**config.mk**
```make
export PLATFORM = sky130hd
export DESIGN_NAME = emu_scan_ctrl
export DESIGN_NICKNAME = d
export VERILOG_FILES = /design/src/rtl/emu_scan_pkg.sv /design/src/rtl/emu_scan_fifo.sv /design/src/rtl/emu_scan_ctrl.sv
export SDC_FILE = /design/constraint.sdc
export NUM_CORES = 1
export LEC_CHECK = 0
export ABC_AREA = 1
export CORE_UTILIZATION = 40
export DETAILED_ROUTE_END_ITERATION = 8
export PLACE_DENSITY_LB_ADDON = 0.12
export SYNTH_ARGS = -nofsm -noshare
export SYNTH_HDL_FRONTEND = slang
export SYNTH_SLANG_ARGS = --single-unit
```
**constraint.sdc**
```tcl
create_clock -name clk -period 9.9 [get_ports clk]
set_input_delay 0.99 -clock clk [delete_from_list [all_inputs] [get_ports clk]]
set_output_delay 0.99 -clock clk [all_outputs]
set_load 0.03 [all_outputs]
```
**src/rtl/emu_scan_pkg.sv**
```systemverilog
// Shared constants for the emulator checkpoint scan controller: FSM encoding,
// transfer direction and RAM chain read latency.
package emu_scan_pkg;

    localparam logic [3:0] ST_IDLE     = 4'd0;
    localparam logic [3:0] ST_PAUSE    = 4'd1;
    localparam logic [3:0] ST_FF       = 4'd2;
    localparam logic [3:0] ST_RAM_PREP = 4'd3;
    localparam logic [3:0] ST_RAM_LAT  = 4'd4;
    localparam logic [3:0] ST_RAM_XFER = 4'd5;
    localparam logic [3:0] ST_RAM_HOLD = 4'd6;
    localparam logic [3:0] ST_RESUME   = 4'd7;
    localparam logic [3:0] ST_DONE     = 4'd8;

    localparam logic DIR_DUMP    = 1'b0;
    localparam logic DIR_RESTORE = 1'b1;

    localparam int RAM_SDO_LATENCY = 2;

endpackage

```
**src/rtl/emu_scan_fifo.sv**
```systemverilog
// Synchronous FIFO, DATA_WIDTH x DEPTH, head word visible combinationally.
// Push while full and pop while empty are ignored.
module emu_scan_fifo #(
    parameter int DATA_WIDTH = 64,
    parameter int DEPTH      = 16
) (
    input  logic                       clk,
    input  logic                       resetn,
    input  logic                       push,
    input  logic [DATA_WIDTH-1:0]      push_data,
    input  logic                       pop,
    output logic [DATA_WIDTH-1:0]      pop_data,
    output logic                       full,
    output logic                       empty,
    output logic [$clog2(DEPTH):0]     count
);
    localparam int AW = $clog2(DEPTH);

    logic [DATA_WIDTH-1:0] mem_q [DEPTH];
    logic [AW-1:0]         wr_ptr_q, wr_ptr_d;
    logic [AW-1:0]         rd_ptr_q, rd_ptr_d;
    logic [AW:0]           count_q, count_d;
    logic                  do_push, do_pop;

    assign full     = (count_q == (AW+1)'(DEPTH));
    assign empty    = (count_q == '0);
    assign count    = count_q;
    assign pop_data = mem_q[rd_ptr_q];

    always_comb begin
        do_push  = push & ~full;
        do_pop   = pop & ~empty;
        wr_ptr_d = wr_ptr_q + {{(AW-1){1'b0}}, do_push};
        rd_ptr_d = rd_ptr_q + {{(AW-1){1'b0}}, do_pop};
        count_d  = count_q + {{AW{1'b0}}, do_push} - {{AW{1'b0}}, do_pop};
    end

    always_ff @(posedge clk or negedge resetn) begin
        if (!resetn) begin
            wr_ptr_q <= '0;
            rd_ptr_q <= '0;
            count_q  <= '0;
        end else begin
            wr_ptr_q <= wr_ptr_d;
            rd_ptr_q <= rd_ptr_d;
            count_q  <= count_d;
        end
    end

    // Storage needs no reset; occupancy is tracked by the pointers.
    always_ff @(posedge clk) begin
        if (do_push) begin
            mem_q[wr_ptr_q] <= push_data;
        end
    end

endmodule

```
**src/rtl/emu_scan_ctrl.sv**
```systemverilog
// Pauses the emulated DUT and dumps or restores its FF and RAM scan chains.
// FF chain stalls under backpressure; RAM chain runs unstalled once primed.
module emu_scan_ctrl
    import emu_scan_pkg::*;
#(
    parameter int DATA_WIDTH = 64,
    parameter int FF_WORDS   = 4,
    parameter int MEM_WORDS  = 8,
    parameter int BUF_DEPTH  = 16
) (
    input  logic                  clk,
    input  logic                  resetn,
    input  logic                  cmd_valid,
    output logic                  cmd_ready,
    input  logic                  cmd_dir,
    output logic                  busy,
    output logic                  done,
    output logic                  dout_valid,
    input  logic                  dout_ready,
    output logic [DATA_WIDTH-1:0] dout_data,
    input  logic                  din_valid,
    output logic                  din_ready,
    input  logic [DATA_WIDTH-1:0] din_data,
    output logic                  emu_pause,
    output logic                  ff_scan,
    output logic [DATA_WIDTH-1:0] ff_sdi,
    input  logic [DATA_WIDTH-1:0] ff_sdo,
    output logic                  ram_scan,
    output logic                  ram_dir,
    output logic [DATA_WIDTH-1:0] ram_sdi,
    input  logic [DATA_WIDTH-1:0] ram_sdo
);
    localparam int CW = $clog2(((FF_WORDS > MEM_WORDS) ? FF_WORDS : MEM_WORDS) + 1);
    localparam int QW = $clog2(BUF_DEPTH) + 1;
    localparam logic [CW-1:0] FF_LAST  = CW'(FF_WORDS - 1);
    localparam logic [CW-1:0] MEM_LAST = CW'(MEM_WORDS - 1);
    localparam logic [CW-1:0] LAT_LAST = CW'(RAM_SDO_LATENCY - 1);
    localparam logic [QW-1:0] MEM_FILL = QW'(MEM_WORDS);

    logic [3:0]            state_q, state_d;
    logic                  dir_q, dir_d;
    logic [CW-1:0]         cnt_q, cnt_d;
    logic                  f_push, f_pop, f_full, f_empty;
    logic [DATA_WIDTH-1:0] f_push_dat, f_head;
    logic [QW-1:0]         f_count;

    emu_scan_fifo #(
        .DATA_WIDTH (DATA_WIDTH),
        .DEPTH      (BUF_DEPTH)
    ) u_fifo (
        .clk       (clk),
        .resetn    (resetn),
        .push      (f_push),
        .push_data (f_push_dat),
        .pop       (f_pop),
        .pop_data  (f_head),
        .full      (f_full),
        .empty     (f_empty),
        .count     (f_count)
    );

    assign cmd_ready  = (state_q == ST_IDLE);
    assign busy       = (state_q != ST_IDLE) && (state_q != ST_DONE);
    assign emu_pause  = busy;
    assign done       = (state_q == ST_DONE) && f_empty;
    assign ram_dir    = ram_scan & dir_q;
    assign ff_sdi     = (dir_q == DIR_RESTORE) ? din_data : ff_sdo;
    assign ram_sdi    = f_head;
    assign dout_data  = f_head;
    assign dout_valid = (dir_q == DIR_DUMP) && !f_empty;
    assign f_pop      = (dir_q == DIR_DUMP) ? (dout_valid & dout_ready)
                                            : (state_q == ST_RAM_XFER);

    always_comb begin
        state_d    = state_q;
        dir_d      = dir_q;
        cnt_d      = cnt_q;
        ff_scan    = 1'b0;
        din_ready  = 1'b0;
        ram_scan   = 1'b0;
        f_push     = 1'b0;
        f_push_dat = ff_sdo;
        case (state_q)
            ST_IDLE: begin
                if (cmd_valid) begin
                    dir_d   = cmd_dir;
                    state_d = ST_PAUSE;
                end
            end
            ST_PAUSE: begin
                cnt_d   = '0;
                state_d = ST_FF;
            end
            ST_FF: begin
                if (dir_q == DIR_DUMP) begin
                    ff_scan = !f_full;
                    f_push  = ff_scan;
                end else begin
                    ff_scan   = din_valid;
                    din_ready = 1'b1;
                end
                if (ff_scan) begin
                    if (cnt_q == FF_LAST) begin
                        cnt_d   = '0;
                        state_d = ST_RAM_PREP;
                    end else begin
                        cnt_d = cnt_q + 1'b1;
                    end
                end
            end
            ST_RAM_PREP: begin
                // RAM chain cannot stall, so buffer space/data is secured first.
                if (dir_q == DIR_DUMP) begin
                    if (f_empty) begin
                        state_d = ST_RAM_LAT;
                    end
                end else begin
                    din_ready  = !f_full && (f_count < MEM_FILL);
                    f_push     = din_valid && din_ready;
                    f_push_dat = din_data;
                    if (f_count == MEM_FILL) begin
                        state_d = ST_RAM_XFER;
                    end
                end
                cnt_d = '0;
            end
            ST_RAM_LAT: begin
                ram_scan = 1'b1;
                if (cnt_q == LAT_LAST) begin
                    cnt_d   = '0;
                    state_d = ST_RAM_XFER;
                end else begin
                    cnt_d = cnt_q + 1'b1;
                end
            end
            ST_RAM_XFER: begin
                ram_scan = 1'b1;
                if (dir_q == DIR_DUMP) begin
                    f_push     = 1'b1;
                    f_push_dat = ram_sdo;
                end
                if (cnt_q == MEM_LAST) begin
                    cnt_d   = '0;
                    state_d = (dir_q == DIR_RESTORE) ? ST_RAM_HOLD : ST_RESUME;
                end else begin
                    cnt_d = cnt_q + 1'b1;
                end
            end
            ST_RAM_HOLD: begin
                ram_scan = 1'b1;
                state_d  = ST_RESUME;
            end
            ST_RESUME: begin
                state_d = ST_DONE;
            end
            ST_DONE: begin
                // A dump is only complete once the host has drained the buffer.
                if (f_empty) begin
                    state_d = ST_IDLE;
                end
            end
            default: begin
                state_d = ST_IDLE;
            end
        endcase
    end

    always_ff @(posedge clk or negedge resetn) begin
        if (!resetn) begin
            state_q <= ST_IDLE;
            dir_q   <= DIR_DUMP;
            cnt_q   <= '0;
        end else begin
            state_q <= state_d;
            dir_q   <= dir_d;
            cnt_q   <= cnt_d;
        end
    end

endmodule

```
Yosys cells after proc, flatten, opt, wreduce, memory -nomap -nowiden:

Memories as Yosys holds them, arrays and structs flattened.
Index checks and enable logic that the tools add are counted.
Widths: inputs -> output; s select.

* word-level logic and storage cells: 91
* memory bits (writable): 1024
* memories kept: 1
* bits in registers: 22

Memory list
* u_fifo.mem_q: depth 16, bits a word 64, read ports 1, clocked after memory_dff 0, write ports 1, RTL line emu_scan_fifo.sv:19 `logic [DATA_WIDTH-1:0] mem_q [DEPTH];`

* equal/unequal tests: 22
* magnitude comparators: 1
* multiplexer cells: 33
* reduce and logical (&&, ||, !) cells: 16
* bitwise operators: 7
* add/subtract/negate cells: 5

Operators with widths (count)
* $mux 64: 2
* $pmux 64 s2: 1
* $mux 4: 13
* $pmux 4 s9: 1
* $eq 4x3->1 const B: 5
* $pmux 4 s4: 1
* $mux 1: 13
* $eq 4x2->1 const B: 3
* $ne 2x2->1 const B: 5
* $add 4x1->4: 2
* $eq 4x1->1 const B: 2
* $reduce_and 8->1: 1
* $reduce_bool 4->1: 2
* $ne 3x3->1 const B: 2
* $add 5x1->5: 1
* $eq 5x4->1 const B: 1
* $eq 5x5->1 const B: 1
* $logic_and 1x1->1: 5
* $logic_not 5->1: 1
* $lt 5x4->1 const B: 1
* $sub 5x1->5: 1
* $add 4x1->4 const B: 1
* $and 1x1->1: 4
* $eq 4x4->1 const B: 1
* 10 further kinds: 14

Longest topological paths before layout:

* depth after elaboration: 9
* gate-level depth with buffers: 14
* depth with buffers taken out: 14

Modules after synthesis:

Synthesis repeated with hierarchy kept, for this count alone.

* cell total of the unflattened synthesis: 4766
* area total of the unflattened synthesis: 46743.6 um^2

Modules (own cells, without submodules)
* emu_scan_fifo: instances 1, sequential area each 31074.8 um^2, cells an instance 4071, area an instance 43461.7 um^2
* emu_scan_ctrl: instances 1, sequential area each 225.2 um^2, cells an instance 695, area an instance 3281.9 um^2

Least setup slack after synthesis:

OpenSTA, ideal clock, no wires.

* path type: input to register
* from: input din_valid
* to: memory u_fifo.mem_q[10][0], enable pin
* arrival time: 4034 ps
* path slack: 5380 ps
* required time: 9414 ps
* path buffers: 0
* stages: 4
* path through: nand4_2 nand3b_4 nand3b_2 nor2_1

* longest elaborated chain between the ends: 6

Ends and longest elaborated chain
* from (decl): RTL line emu_scan_ctrl.sv:21 `input logic din_valid,`
* $logic_and 1x1->1: RTL line emu_scan_ctrl.sv:119 `f_push = din_valid && din_ready;`
* $mux 1: RTL line emu_scan_ctrl.sv:113 `if (dir_q == DIR_DUMP) begin`
* $pmux 1 s3: RTL line emu_scan_ctrl.sv:83 `case (state_q)`
* $and 1x1->1: RTL line emu_scan_fifo.sv:31 `do_push = push & ~full;`
* $mux 1: RTL line emu_scan_fifo.sv:52 `if (do_push) begin`
* $mux 1 (implied by the code): RTL line emu_scan_fifo.sv:53 `mem_q[wr_ptr_q] <= push_data;`
* to (decl): RTL line emu_scan_fifo.sv:19

No other way between the ends.

Worst setup path in the final report:

* from: register u_fifo.rd_ptr_q[0]
* to: output dout_data[14]

* longest elaborated chain between the ends: 1

Ends and longest elaborated chain
* from (decl): RTL line emu_scan_fifo.sv:21 `logic [AW-1:0] rd_ptr_q, rd_ptr_d;`
* from (signal assigned): RTL line emu_scan_fifo.sv:45 `rd_ptr_q <= rd_ptr_d;`
* $mem_v2 16x64
* to (decl): RTL line emu_scan_ctrl.sv:20 `output logic [DATA_WIDTH-1:0] dout_data,`

No other way between the ends.

==> impl_summary.log <==
INFO  metric rr_worst_depth = 8
INFO  metric timing.rr.end = u_fifo.mem_q[3][34]
INFO  metric total_negative_setup_slacks = 0 ps
INFO  metric via_count_of_the_first_global_routing_pass = 28.34k
INFO  metric seq_area = 31320 um2
INFO  metric dp_worst_setup_slack = between 4000 and 5000 ps
INFO  metric drt_pre_antenna_iters = 5
INFO  metric synth_warnings = 0
INFO  metric tritoncts.num_buffers = between 100 and 150
INFO  metric pwr_density_cell = 170.7 nW/um2
INFO  metric io_pins = 399
INFO  metric power.share.sequential = 0.531
INFO  metric finalSetupViolations = 0
INFO  metric synth_edf_count = 1024
INFO  metric run_status = complete, no violations
INFO  metric worstHoldPathType = reg -> reg
INFO  metric holdWs = 545.9 ps
INFO  metric flop_and_latch_count_out_of_synthesis = around 1.0k
INFO  metric mappedNetlistArea = ~46000 um2
INFO  metric antenna_violating_nets_post_route = 0
INFO  metric routed_via_density = 5.180
INFO  metric worst-path-max-fanout = 99
INFO  metric clk-insertion-delay-late = just under 700 ps
INFO  metric crit_path_end_kind = primary output
INFO  metric hold_path_depth = 2
INFO  metric area_delta_synth_final = 17.81%
INFO  metric cts_max_level = 3
INFO  metric crit_path_start_kind = flip-flop
INFO  metric ys_types = 31
INFO  metric post-dp-hpwl = 67810 um
INFO  metric total_nets_after_synthesis = 4198
INFO  metric drive_gt1_frac = 0.05477
INFO  metric clock_power_share = 0.443
INFO  metric detail_route.wirelength = 126900 um
INFO  metric critical_path_required = approximately 8900 ps
INFO  metric crit-reg2reg-launch = dir_q
INFO  metric clk_root_buffer_cell = sky130_fd_sc_hd__clkbuf_16
INFO  metric worst-setup-path-type = reg -> out
INFO  metric finish.instance_area = 53640 um2
INFO  metric avgSynthCellArea = 11.43 um2
INFO  metric total_switching_power = around 0.0018 W
INFO  metric route.vias.total = 30.20k
INFO  metric min_period_over_period = 0.5796
INFO  metric proportion_of_synthesized_chip_area_in_sequential_cells = 0.6874
INFO  metric static-leakage-power = 19.04 nW
INFO  metric horizontal_die_dimension = 339.4 um
INFO  metric sw_frac_of_total = 0.1978
INFO  metric synth_ff_type = sky130_fd_sc_hd__edfxtp_1
INFO  metric final_nets = 4448
INFO  metric design.die.area = 115200 um2
INFO  metric final_hold_viol_count = 0
INFO  metric timing.final.max_slew_violations = 0
INFO  metric clk_pin_slew = around 60 ps
INFO  metric cell_internal_pwr = 0.007347 W
INFO  metric post_cts_setup_driven_buffer_insertion_count = 0
INFO  metric clock_tree.buffer_depth = 3
INFO  metric grt-ovfl-total = 0
INFO  metric coreArea = about 110000 um2
INFO  metric rows = 123
INFO  metric dpl_cell_area = 50090 um2
INFO  metric tritoncts_clock_tree = built
INFO  metric power_frac_comb = 0.026
INFO  metric pin_count_of_the_biggest_net_entering_global_routing = 262
INFO  metric grt_pass1_wl = 184700 um
INFO  metric fmax = 174.3 MHz
INFO  metric worst_ir_drop_vdd = 0.1202 mV
INFO  metric post_cts_hold_buffer_count = 0
INFO  metric multi_input_comb_area = around 10000 um2
INFO  metric io_buffers = 398
INFO  metric fin_worst_skew = approximately 18 ps
INFO  metric crit_arrival = 4750 ps
INFO  metric cts.sink_count = 1046
INFO  metric max_slew_margin = 0.2175
INFO  metric overall_global_routing_usage = 0.2163
INFO  metric wl_per_cell = 21.77 um
INFO  metric gp_congestion = around 0.79
INFO  metric min_delay_worst_endpoint = cnt_q[3]
INFO  metric grt_antenna_before_repair = 6
INFO  metric holdCritStartpoint = cnt_q[3]
INFO  metric fin_crit = roughly 5700 ps
INFO  metric postLayoutSetupSlackWorst = about 4200 ps
INFO  metric timing_worst_slew_pin_value = 1174 ps
INFO  metric max-cap-violations = 0
INFO  metric start_util = 0.4042
INFO  metric postSynth.asyncResetShare = 0.02103
INFO  metric dieHeight = 339.4 um
INFO  metric setup.reg_to_reg.worst_slack = 5340 ps
INFO  metric drt_iter0_markers = between 2k and 3k
INFO  metric rsz0062_at_grt = false
INFO  metric cts_repair_resize_count = 0
INFO  metric num-fill-cells = a little over 10k
INFO  metric synthCells = 3985
INFO  metric drc = 0
synthesized netlist by cell type (3+ instances only):
cell                       number  area, um2
sky130_fd_sc_hd__dfrtp_1       22      550.5
sky130_fd_sc_hd__o211ai_1     256       1922
sky130_fd_sc_hd__nor2_2         3      18.77
sky130_fd_sc_hd__clkbuf_1      60      225.2
sky130_fd_sc_hd__xor2_1         8      70.07
sky130_fd_sc_hd__nand2_1      752       2823
sky130_fd_sc_hd__o21ai_0      265       1326
sky130_fd_sc_hd__nor2_1        36      135.1
sky130_fd_sc_hd__buf_2        112      560.5
sky130_fd_sc_hd__edfxtp_1    1024      30750
sky130_fd_sc_hd__a21oi_1      259       1296
sky130_fd_sc_hd__buf_4         71      533.0
sky130_fd_sc_hd__buf_1         30      112.6
sky130_fd_sc_hd__ha_1          14      175.2
sky130_fd_sc_hd__nand3_1      467       2337
sky130_fd_sc_hd__buf_6         41      461.7
sky130_fd_sc_hd__inv_2          3      11.26
sky130_fd_sc_hd__inv_1        545       2046
worst max-delay path, cell delays in order (launching register included):
cell,delay [ps]
sky130_fd_sc_hd__dfrtp_4,990
sky130_fd_sc_hd__buf_4,820
sky130_fd_sc_hd__buf_4,820
sky130_fd_sc_hd__o211ai_1,210
sky130_fd_sc_hd__nand3_1,160
sky130_fd_sc_hd__nand3_1,100
sky130_fd_sc_hd__nand2_1,150
sky130_fd_sc_hd__clkdlybuf4s50_1,690
through the flow:
step                utilization  total power (W)  instances
finish                   0.4762         0.009159       5830
global route             0.4761         0.009442       5827
CTS                      0.4761         0.009256       5827
detailed placement       0.4446         0.005195       5622
global placement         0.4446         0.005194       5622
floorplan                     -         0.005035       3985
how the worst max path moves through the flow:
stage	startpoint	endpoint	slack, ps	cells after the start
after CTS	u_fifo.rd_ptr_q[0]	dout_data[14]	4120	7
final	u_fifo.rd_ptr_q[0]	dout_data[14]	4160	7
after global placement	u_fifo.rd_ptr_q[0]	dout_data[14]	4950	7
after floorplan	din_valid	u_fifo.mem_q[10][0]	5380	4
after global routing	u_fifo.rd_ptr_q[0]	ram_sdi[20]	3840	7
after detailed placement	u_fifo.rd_ptr_q[0]	dout_data[14]	4870	7
registers in the layout, summed over array words and instances, names as in the netlist:
| signal | flops |
|---|---|
| u_fifo.count | 5 |
| u_fifo.rd_ptr_q | 4 |
| state_q | 4 |
| dir_q | 1 |
| u_fifo.mem_q | 1024 |
| u_fifo.wr_ptr_q | 4 |
| cnt_q | 4 |
layout by cell type (no fill, tap or decap), drive strengths merged:
cell type         n
edfxtp         1024
buf              53
xnor2             1
nor2             40
ha               14
clkbuf          143
dfrtp            22
clkinvlp          2
nor3              2
clkdlybuf4s50   398
nand4             1
nand2           754
fa                1
bufinv           10
and2              1
clkinv           48
xor2              8
o21ai           266
inv             550
a21oi           259
diode             3
o2111a            1
a21boi            1
o211ai          256
nand3b            3
nand3           469
cells by family (layout without fill, tap and decap cells):
family          after synthesis  in the layout  synth area share
buf+inv                     862           1204           0.08675
simple gates               1270           1270            0.1192
fa+ha+maj                    15             15          0.004287
flops                      1046           1046            0.6874
xor+xnor                      9              9          0.001731
other cells                   0              3                 0
compound gates              783            783            0.1006
power groups by stage:
stage / Clock, W / Combinational, W / Sequential, W
detailed placement: 0 / 0.000240 / 0.00495
CTS: 0.00415 / 0.000242 / 0.00486
finish: 0.00406 / 0.000239 / 0.00486
floorplan: 0 / 0.0000836 / 0.00495
global placement: 0 / 0.000240 / 0.00495
global route: 0.00433 / 0.000258 / 0.00486
cell type report:
type	instances	share of cell area
inverter	548	0.03853
antenna	3	0.0001399
sequential	1046	0.5838
timing repair buffer	451	0.08238
tap	1500	0.03499
multi-input combinational	2077	0.1940
clock inverter	62	0.01012
clock buffer	143	0.05600
routing by layer:
metal / vias up / routed length (um) / GRT usage
li1: 14320 / - / -
met1: 14800 / 57990 / 0.3084
met2: 918 / 58540 / 0.3451
met3: 161 / 7835 / 0.03343
met4: 4 / 2525 / 0.05574
met5: - / 27 / 0
No activity file was read; power rests on OpenSTA's default activity.
